File: src/rtl/ifu_if.sv
// Instruction fetch bus: imem request/response plus core-side instruction hand-off.
// master = ifu side, slave = memory/core side.
interface ifu_if;
  logic        imem_req_valid;
  logic [31:0] imem_req_addr;
  logic        imem_req_ready;
  logic        imem_resp_valid;
  logic [31:0] imem_resp_data;
  logic        inst_valid;
  logic [31:0] inst;
  logic [31:0] inst_pc;
  logic [5:0]  op;
  logic [5:0]  funct;
  logic        inst_ready;
  logic        jump;
  logic        pcsrc;
  logic [31:0] jump_target;
  logic [31:0] branch_target;
  logic        fault;

  modport master (
    output imem_req_valid, imem_req_addr,
    input  imem_req_ready,
    input  imem_resp_valid, imem_resp_data,
    output inst_valid, inst, inst_pc, op, funct,
    input  inst_ready, jump, pcsrc,
    input  jump_target, branch_target,
    output fault
  );

  modport slave (
    input  imem_req_valid, imem_req_addr,
    output imem_req_ready,
    output imem_resp_valid, imem_resp_data,
    input  inst_valid, inst, inst_pc, op, funct,
    output inst_ready, jump, pcsrc,
    output jump_target, branch_target,
    input  fault
  );
endinterface

File: src/rtl/ifu.sv
// Multi-cycle fetch unit: one outstanding imem read, buffered inst, next-PC select.
// Ports: clk, rst_n (async low), bus (ifu_if.master).
module ifu #(
  parameter logic [31:0] RESET_PC = 32'h8000_0000
) (
  input  logic clk,
  input  logic rst_n,
  ifu_if.master bus
);

  typedef enum logic [2:0] {
    BOOT,
    REQ,
    WAIT,
    HOLD,
    FAULT
  } state_t;

  state_t      state, state_n;
  logic [31:0] pc, pc_n;
  logic [31:0] inst_q, inst_n;
  logic [31:0] ipc_q, ipc_n;
  logic [31:0] nxt;

  always_ff @(posedge clk or negedge rst_n) begin
    if (!rst_n) begin
      state  <= BOOT;
      pc     <= RESET_PC;
      inst_q <= '0;
      ipc_q  <= '0;
    end else begin
      state  <= state_n;
      pc     <= pc_n;
      inst_q <= inst_n;
      ipc_q  <= ipc_n;
    end
  end

  always_comb begin
    if (bus.jump)
      nxt = bus.jump_target;
    else if (bus.pcsrc)
      nxt = bus.branch_target;
    else
      nxt = pc + 32'd4;
  end

  always_comb begin
    state_n = state;
    pc_n    = pc;
    inst_n  = inst_q;
    ipc_n   = ipc_q;
    unique case (state)
      BOOT: state_n = REQ;
      REQ: begin
        if (bus.imem_req_ready)
          state_n = WAIT;
      end
      WAIT: begin
        if (bus.imem_resp_valid) begin
          inst_n  = bus.imem_resp_data;
          ipc_n   = pc;
          state_n = HOLD;
        end
      end
      HOLD: begin
        if (bus.inst_ready) begin
          // a misaligned target parks the unit; pc keeps the faulting inst's pc
          if (nxt[1:0] == 2'b00) begin
            pc_n    = nxt;
            state_n = REQ;
          end else begin
            state_n = FAULT;
          end
        end
      end
      FAULT: state_n = FAULT;
      default: state_n = BOOT;
    endcase
  end

  assign bus.imem_req_valid = (state == REQ);
  assign bus.imem_req_addr  = pc;
  assign bus.inst_valid     = (state == HOLD);
  assign bus.fault          = (state == FAULT);
  assign bus.inst           = inst_q;
  assign bus.inst_pc        = ipc_q;
  assign bus.op             = inst_q[31:26];
  assign bus.funct          = inst_q[5:0];

endmodule

File: src/flat_wrapper.sv
// flat-port wrapper written by rule: the top's interface ports become plain ports
module ifu_flat 
#(
  parameter logic [31:0] RESET_PC = 32'h8000_0000
)
  (clk, rst_n, bus_imem_req_valid, bus_imem_req_addr, bus_imem_req_ready, bus_imem_resp_valid, bus_imem_resp_data, bus_inst_valid, bus_inst, bus_inst_pc, bus_op, bus_funct, bus_inst_ready, bus_jump, bus_pcsrc, bus_jump_target, bus_branch_target, bus_fault);
  ifu_if bus_i ();
  input  logic clk;
  input  logic rst_n;
  output wire logic [$bits(bus_i.imem_req_valid)-1:0] bus_imem_req_valid;
  output wire logic [$bits(bus_i.imem_req_addr)-1:0] bus_imem_req_addr;
  input wire logic [$bits(bus_i.imem_req_ready)-1:0] bus_imem_req_ready;
  input wire logic [$bits(bus_i.imem_resp_valid)-1:0] bus_imem_resp_valid;
  input wire logic [$bits(bus_i.imem_resp_data)-1:0] bus_imem_resp_data;
  output wire logic [$bits(bus_i.inst_valid)-1:0] bus_inst_valid;
  output wire logic [$bits(bus_i.inst)-1:0] bus_inst;
  output wire logic [$bits(bus_i.inst_pc)-1:0] bus_inst_pc;
  output wire logic [$bits(bus_i.op)-1:0] bus_op;
  output wire logic [$bits(bus_i.funct)-1:0] bus_funct;
  input wire logic [$bits(bus_i.inst_ready)-1:0] bus_inst_ready;
  input wire logic [$bits(bus_i.jump)-1:0] bus_jump;
  input wire logic [$bits(bus_i.pcsrc)-1:0] bus_pcsrc;
  input wire logic [$bits(bus_i.jump_target)-1:0] bus_jump_target;
  input wire logic [$bits(bus_i.branch_target)-1:0] bus_branch_target;
  output wire logic [$bits(bus_i.fault)-1:0] bus_fault;
  assign bus_imem_req_valid = bus_i.imem_req_valid;
  assign bus_imem_req_addr = bus_i.imem_req_addr;
  assign bus_i.imem_req_ready = bus_imem_req_ready;
  assign bus_i.imem_resp_valid = bus_imem_resp_valid;
  assign bus_i.imem_resp_data = bus_imem_resp_data;
  assign bus_inst_valid = bus_i.inst_valid;
  assign bus_inst = bus_i.inst;
  assign bus_inst_pc = bus_i.inst_pc;
  assign bus_op = bus_i.op;
  assign bus_funct = bus_i.funct;
  assign bus_i.inst_ready = bus_inst_ready;
  assign bus_i.jump = bus_jump;
  assign bus_i.pcsrc = bus_pcsrc;
  assign bus_i.jump_target = bus_jump_target;
  assign bus_i.branch_target = bus_branch_target;
  assign bus_fault = bus_i.fault;
  ifu #(.RESET_PC(RESET_PC)) u_core (.clk(clk), .rst_n(rst_n), .bus(bus_i));
endmodule
File: config.mk
export PLATFORM = sky130hd
export DESIGN_NAME = ifu_flat
export DESIGN_NICKNAME = d
export VERILOG_FILES = /design/src/rtl/ifu_if.sv /design/src/rtl/ifu.sv /design/src/flat_wrapper.sv
export SDC_FILE = /design/constraint.sdc
export NUM_CORES = 1
export LEC_CHECK = 0
export BUFFER_PORTS_ARGS = -buffer_cell sky130_fd_sc_hd__buf_2
export CORE_MARGIN = 10
export CORE_UTILIZATION = 30
export CTS_CLUSTER_DIAMETER = 200
export DETAILED_ROUTE_END_ITERATION = 8
export HOLD_SLACK_MARGIN = 0.12
export PLACE_DENSITY_LB_ADDON = 0.2
export SYNTH_ARGS = -nofsm -noshare
export SYNTH_HDL_FRONTEND = slang
export SYNTH_SLANG_ARGS = --single-unit
File: constraint.sdc
create_clock -name clk -period 4.3 [get_ports clk]
set_input_delay 0.215 -clock clk [delete_from_list [all_inputs] [get_ports clk]]
set_output_delay 0.215 -clock clk [all_outputs]
set_load 0.05 [all_outputs]
; After elaboration in Yosys (flattened, before gate mapping)
; Index checks and enable logic that the tools add are counted.
[totals]
reg_bits = 99
output_inout_bits = 111
wordCells = 24
[classes]
n_addsub = 1
n_eq_ne = 7
n_mux = 7
n_reduce_logical = 5
[ops]
columns = operator, count
row1 = 32-bit 2-to-1 mux, 2
row2 = "32-bit by 3-bit adder with 32-bit output, second input constant", 1
row3 = 3-bit case mux with 5 select lines, 1
row4 = 3-bit 2-to-1 mux, 4
row5 = "3-bit by 2-bit == test with 1-bit output, second input constant", 2
row6 = 3-bit AND reduction, 2
row7 = "2-bit by 1-bit inequality test with 1-bit output, second input constant", 2
row8 = "3-bit by 1-bit == test with 1-bit output, second input constant", 1
row9 = "3-bit == test, second input constant", 1
row10 = 3-bit zero test, 1
row11 = 2-bit zero test, 1
row12 = "2-bit inequality test, second input constant", 1
row13 = 2-bit AND reduction, 1

; Logic depth before layout (Yosys ltp)
; Gate-level depths: netlist of run 1.
[logic_depth]
word_depth = 7
ltp_mapped = 7
ltp_nobuf = 6

; Worst setup path before layout of run 1
; No wires, ideal clock.
[synth_path]
path_type = reg-to-reg
from = reg u_core.pc[2], in the netlist u_core.bus.imem_req_addr[2]
to = reg u_core.pc[28], in the netlist u_core.bus.imem_req_addr[28]
setup_time_ns = 0.121
t_arrival_ns = 2.233
t_required_ns = 4.179
slack_ns = 1.945
path_stages_with_launch = 7
path_buffers = 0
cell_sequence = dfrtp_1 -> ha_1 -> nand4_4 -> nor4_4 -> and3_1 -> a41oi_1 -> o22a_1
[synth_between]
elab_chain_cells = 3
[synth_lines]
columns = element, line_no
row1 = from (decl), ifu.sv:20  ; logic [31:0] pc, pc_n;
row2 = from (signal assigned), ifu.sv:33  ; pc <= pc_n;
row3 = 32-bit by 3-bit adder with 32-bit output, ifu.sv:45  ; nxt = pc + 32'd4;
row4 = 32-bit 2-to-1 mux, ifu.sv:42  ; else if (bus.pcsrc)
row5 = 32-bit 2-to-1 mux, ifu.sv:40  ; if (bus.jump)
; Every way passes these cells.
; A chain may end at the register's enable or synchronous reset.

; Worst setup path after layout of run 1
[layout_path]
from = in bus_jump
to = reg u_core.pc[31], in the netlist u_core.bus.imem_req_addr[31]
[layout_between]
elab_chain_cells = 3
[layout_lines]
columns = element, line_no
row1 = from (decl), flat_wrapper.sv:21  ; input wire logic [$bits(bus_i.jump)-1:0] bus_jump;
row2 = 32-bit 2-to-1 mux *, ifu.sv:40
row3 = 2-bit zero test, ifu.sv:69  ; if (nxt[1:0] == 2'b00) begin
row4 = 3-bit AND reduction (no source line), --
; Mark *: on every way between the ends. The rest lies on a longest branch, timed or not.

==> impl_metrics.env, run 1 <==
export IMPL_grt_max_degree=64
export IMPL_fin_nets=793
export IMPL_synth_top_family_by_area="multiplexers"
export IMPL_rsz0062_at_grt="no"
export IMPL_skew_ps=8.44
export IMPL_synth_compound_area_share_pct=15.1
export IMPL_dieArea_um2=22600
export IMPL_grt_pass1_wl_mm=27.2
export IMPL_cp_max_fo=32
export IMPL_io_pins=214
export IMPL_finalCritPeriodShare_pct=63.2
export IMPL_min_delay_start="bus_jump_target[5]"
export IMPL_synthSimpleGateAreaFrac_pct=13.3
export IMPL_synth_top_area_share_pct=48.0
export IMPL_ys_seq_area_share_pct=48.6
export IMPL_antenna_found_initial=1
export IMPL_grt_pass1_vias=4835
export IMPL_ys_flop_type="dfrtp_1"
export IMPL_vias=4498
export IMPL_slew_violations=0
export IMPL_startpoint_type="primary input"
export IMPL_cap_violations=0
export IMPL_drive_gt1_share_pct=41.8
export IMPL_syn_instance_count=475
export IMPL_p_leak_nw=3.18
export IMPL_whs_endpoint="u_core.bus.imem_req_addr[5]"
export IMPL_io_buffers=213
export IMPL_final_cell_mix="buf_2 (212), dfrtp_1 (98), mux2_2 (40), a21oi_1 (33), dlygate4sd3_1 (33)"
export IMPL_setup_viol=0
export IMPL_critPathArrivalTime_ps=2990
export IMPL_ys_types=64
export IMPL_muxShareOfSynthArea_pct=15.5
export IMPL_ir_drop_v=0.000452
export IMPL_initial_core_util_pct=30.7
export IMPL_numCtsBuffers=9
export IMPL_ant_nets=0
export IMPL_netlist_top_cell_by_area="dfrtp_1"
export IMPL_drt_first_iter_violations=274
export IMPL_globalRouteOverflowTotal=0
export IMPL_cts_buffer_depth=2
export IMPL_reg2reg_depth=6
export IMPL_remaining_drc_errors=0
export IMPL_row_count=47
export IMPL_slew_headroom_pct=27.4
export IMPL_drt_wl_total_mm=17.5
export IMPL_place_hpwl_mm=13.0
export IMPL_setup_tns_ps=0
export IMPL_wire_per_inst_um=19.1
export IMPL_area_growth_synth_to_final_pct=34.9
export IMPL_synth_async_reset_ratio_pct=100
export IMPL_netlist_top_cells_area="dfrtp_1 (48%), mux2_2 (8.8%), mux2_1 (5.5%)"
export IMPL_die_w_um=150
export IMPL_firstDrtPassIters=5
export IMPL_syn_nets=579
export IMPL_synth_xor_area_share_pct=2.06
export IMPL_r2r_start="u_core.bus.imem_req_addr[2]"
export IMPL_cts_root_buf="clkbuf_16"
export IMPL_synth_area_um2=5100
export IMPL_required_ps=4570
export IMPL_post_cts_resized=0
export IMPL_place_congestion=0.840
export IMPL_hp_class="primary input to flip-flop"
export IMPL_mostFrequentLayoutCell="buf_2"
export IMPL_fmax_mhz=368
export IMPL_reg2reg_to="u_core.bus.imem_req_addr[22]"
export IMPL_ys_ff_latch=99
export IMPL_synth_edf_count=0
export IMPL_vias_per_cell=4.92
export IMPL_run_status="completed"
export IMPL_reg2reg_slack_ps=1860
export IMPL_yosysWarnings=0
export IMPL_cts_tree="yes"
export IMPL_clock_sinks=99
export IMPL_period_needed_ps=2720
export IMPL_grt_usage_pct=15.3
export IMPL_pre_cts_slack_ps=1250
export IMPL_core_area_um2=16600
export IMPL_min_path_cells=3
export IMPL_setup_ws_ps=1580
export IMPL_synth_area_per_cell_um2=10.7
export IMPL_ctsHtreeMaxLevel=3
export IMPL_worst_pin_slew_ps=1080
export IMPL_fp_dieH_um=150
export IMPL_clock_latency_ps=350
export IMPL_crit_type="primary input to flip-flop"
export IMPL_cp_end_kind="flip-flop"
export IMPL_power_density_nw_per_um2=839
export IMPL_synth_adder_area_share_pct=0.245
export IMPL_path_clk_slew_ps=70
export IMPL_hold_viol_final=0
==> flip-flops by register name, summed over array words and instances (netlist names) <==
signal / count
u_core.state: 3
u_core.bus.inst_pc: 32
u_core.bus.imem_req_addr: 32
u_core.bus.inst: 32
==> where the power goes <==
part           leakage (nW)  switching, mW  internal (mW)  total, mW
sequential             1.20          0.466           1.35       1.82
combinational          1.84           2.35          0.818       3.17
clock                 0.139          0.374          0.414      0.788
==> Yosys cell counts (all sizes together) (2+ instances only) <==
library cell,count
dfrtp,98
mux2,65
a21oi,34
buf,30
o21ai,29
nand2,28
nor2,24
clkbuf,17
nand3,14
nand4,12
xor2,8
inv,7
nor3,7
nor4,7
o211ai,7
a31oi,6
mux2i,6
o21a,6
a22oi,5
nand2b,5
nor3b,5
o22a,5
o22ai,5
and2,4
xnor2,4
a31o,3
a211oi,2
a22o,2
a2bb2oi,2
a41oi,2
and3,2
nand4b,2
o221ai,2
or3,2
==> cell families (layout without fill, tap and decap cells) <==
family / after synthesis / in the layout
flops: 99 / 99
mux: 71 / 71
simple gates: 118 / 118
fa+ha+maj: 1 / 1
buf+inv: 54 / 273
xor+xnor: 12 / 12
compound gates: 120 / 120
other cells: 0 / 1
==> layout make-up <==
class	instances	area [µm²]
Multi-Input combinational cell	322	2390
Clock buffer	10	239
Tap cell	220	275
Inverter	7	26.3
Antenna cell	1	2.50
Fill cell	1658	9760
Timing Repair Buffer	250	1430
Clock inverter	6	47.5
Sequential cell	99	2480
==> metal layers <==
metal	part of all wire, %	track usage, %	wire [µm]	vias up
met3	6.0	3.60	1040	24
met4	2.1	6.37	363	2
met5	0.074	0	13	-
met1	40	18.3	7050	2165
met2	52	25.9	9020	133
li1	-	-	-	2174
==> what timing repair did <==
action	in CTS	in global routing
endpoints found under the hold margin	94	0
hold buffers	33	0
buffers inserted	0	0
==> worst max-delay path, stage by stage <==
cell and delay, ps:
buf_2 470, inv_2 420, or3_1 500, a21oi_2 790
mux2_2 420, nor3_1 140
==> worst max-delay path by stage <==
| stage | slack [ps] | start | to | depth (start not counted) |
|---|---|---|---|---|
| after CTS | 1610 | bus_jump | u_core.bus.imem_req_addr[31] | 6 |
| after global placement | 1280 | bus_jump | u_core.bus.imem_req_addr[31] | 6 |
| final | 1580 | bus_jump | u_core.bus.imem_req_addr[31] | 6 |
| after global routing | 1380 | bus_jump | u_core.bus.imem_req_addr[31] | 6 |
| after detailed placement | 1250 | bus_jump | u_core.bus.imem_req_addr[31] | 6 |
| after floorplan | 1950 | u_core.bus.imem_req_addr[2] | u_core.bus.imem_req_addr[28] | 6 |
==> metrics by stage <==
stage                     total power, mW  cells  hold slack (ps)  utilization [%]  area, µm²
after global routing                 6.11    914              152             41.4       6880
after CTS                            5.86    914              124             41.4       6880
final                                5.78    915              140             41.4       6890
after detailed placement             5.03    865              383             37.7       6270
after global placement               4.97    865              366             37.7       6270
after floorplan                      4.24    475            -80.6                -       5100
Power figures use the tool's default switching activity.
==> inputs of run 2 (changes only) <==
Clock period 4.3 ns to 2.5 ns, I/O delays scaled along.
==> impl_metrics.env, run 2 (same netlist as run 1, synthesis figures left out) <==
export IMPL_setup_viol=0
export IMPL_fmax_mhz=431
export IMPL_drt_wl_total_mm=18.2
export IMPL_fp_dieH_um=150
export IMPL_final_cell_mix="buf_2 (212), dfrtp_1 (98), dlygate4sd3_1 (57), mux2_2 (40), a21oi_1 (33)"
export IMPL_grt_usage_pct=15.8
export IMPL_clock_latency_ps=360
export IMPL_remaining_drc_errors=0
export IMPL_die_w_um=150
export IMPL_path_clk_slew_ps=80
export IMPL_period_needed_ps=2320
export IMPL_hp_class="primary input to flip-flop"
export IMPL_grt_max_degree=44
export IMPL_finalCritPeriodShare_pct=92.9
export IMPL_firstDrtPassIters=4
export IMPL_run_status="completed"
export IMPL_io_pins=214
export IMPL_required_ps=2740
export IMPL_vias_per_cell=4.91
export IMPL_grt_pass1_wl_mm=28.2
export IMPL_core_area_um2=16600
export IMPL_dieArea_um2=22600
export IMPL_power_density_nw_per_um2=1390
export IMPL_numCtsBuffers=9
export IMPL_wire_per_inst_um=19.1
export IMPL_seq_power_share_pct=30.5
export IMPL_cap_violations=0
export IMPL_drive_gt1_share_pct=41.5
export IMPL_comb_power_share_pct=56.1
export IMPL_setup_tns_ps=0
export IMPL_fin_nets=830
export IMPL_vias=4675
export IMPL_clockPowerShare_pct=13.3
export IMPL_p_int_mw=4.51
export IMPL_rsz0062_at_grt="no"
export IMPL_place_hpwl_mm=13.6
export IMPL_cts_root_buf="clkbuf_16"
export IMPL_critPathArrivalTime_ps=2570
export IMPL_io_buffers=213
export IMPL_postCtsSetupBuffers=0
export IMPL_startpoint_type="flip-flop"
export IMPL_crit_type="flip-flop to flip-flop"
export IMPL_utilization_pct=43.5
export IMPL_p_switching_mw=5.55
export IMPL_cp_end_kind="flip-flop"
export IMPL_globalRouteOverflowTotal=0
export IMPL_p_leak_nw=3.34
export IMPL_sw_frac_of_total_pct=55.2
export IMPL_ir_drop_v=0.000927
export IMPL_grt_pass1_vias=5196
export IMPL_mostFrequentLayoutCell="buf_2"
export IMPL_place_congestion=0.822
export IMPL_antenna_found_initial=2
export IMPL_area_growth_synth_to_final_pct=41.8
export IMPL_critPathMaxStageDelay_ps=560
export IMPL_initial_core_util_pct=30.7
export IMPL_ctsHtreeMaxLevel=3
export IMPL_slew_violations=0
export IMPL_cts_tree="yes"
export IMPL_drt_first_iter_violations=263
export IMPL_ant_nets=0
export IMPL_worst_pin_slew_ps=618
export IMPL_slew_headroom_pct=58.4
export IMPL_cp_max_fo=10
export IMPL_cts_buffer_depth=2
export IMPL_row_count=47
export IMPL_path_cells="ha_1 -> nand4_4 -> nor4_4 -> buf_4 -> nand4b_1 -> o211ai_1 -> a31oi_1 -> dlygate4sd3_1"
export IMPL_hold_viol_final=0
export IMPL_skew_ps=11.3
export IMPL_clock_sinks=99
export IMPL_slowest_stage="dlygate4sd3_1"
run 2: repair_timing:
action / in CTS / in global routing
hold buffers: 57 / 0
hold endpoints to repair: 89 / 0
resized for setup: 0 / 2
endpoints found under the setup margin: 0 / 2
run 2: layout make-up:
class                   instances  area (µm²)
well taps                     220         275
fillers                      1622        9400
repair buffers                287        1780
clock inverters                 6        47.5
clock buffers                  10         229
diodes                          2        5.00
inverters                       7        26.3
multi-input cells             322        2400
flip-flops and latches         99        2480
run 2: per-layer routing:
metal  wire [µm]  track usage (%)  vias up  part of all wire [%]
li1            -                -     2240                     -
met1        7200             18.3     2268                    40
met2        9310             26.7      134                    51
met3        1240             4.80       29                   6.8
met4         412             6.61        4                   2.3
met5          26                0        -                  0.14
run 2: path summary, 6_finish.rpt:
check,from,end,slack [ps],cells past startpoint
max in group asynchronous,rst_n,u_core.bus.inst[25],1530,3
hold reg to reg,u_core.bus.inst[19],u_core.bus.inst[19],480,1
min in group asynchronous,rst_n,u_core.state[1],290,2
hold / removal,bus_branch_target[14],u_core.bus.imem_req_addr[14],140,4
setup / recovery,u_core.bus.imem_req_addr[2],u_core.bus.imem_req_addr[18],180,8
setup reg to reg,u_core.bus.imem_req_addr[2],u_core.bus.imem_req_addr[18],180,8
run 2: power groups by stage:
stage	Combinational (mW)	Clock (mW)	Sequential, mW
2_1_floorplan	1.91	0	5.37
3_3_place_gp	5.56	0	3.05
3_5_place_dp	5.61	0	3.11
4_1_cts	5.71	1.39	3.08
5_1_grt	5.94	1.47	3.21
6_report	5.65	1.34	3.07
run 2: metrics by stage:
step | power [mW] | instance area (µm²) | setup slack (ps) | cells | hold slack, ps
after floorplan | 7.29 | 5100 | 145 | 475 | -171
after CTS | 10.2 | 7220 | 56.2 | 951 | 133
after detailed placement | 8.72 | 6380 | 491 | 878 | 146
after global routing | 10.6 | 7240 | 21.7 | 951 | 145
after global placement | 8.62 | 6380 | 521 | 878 | 134
final | 10.1 | 7240 | 178 | 953 | 145
run 2: critical path, delay by kind of cell, from the launching register on:
kind	cells	cell delay [ps]
adders and majority gates	1	280
AOI/OAI and AO/OA	2	230
and+or+nand+nor	3	560
DFF	1	360
buffers and inverters	2	780
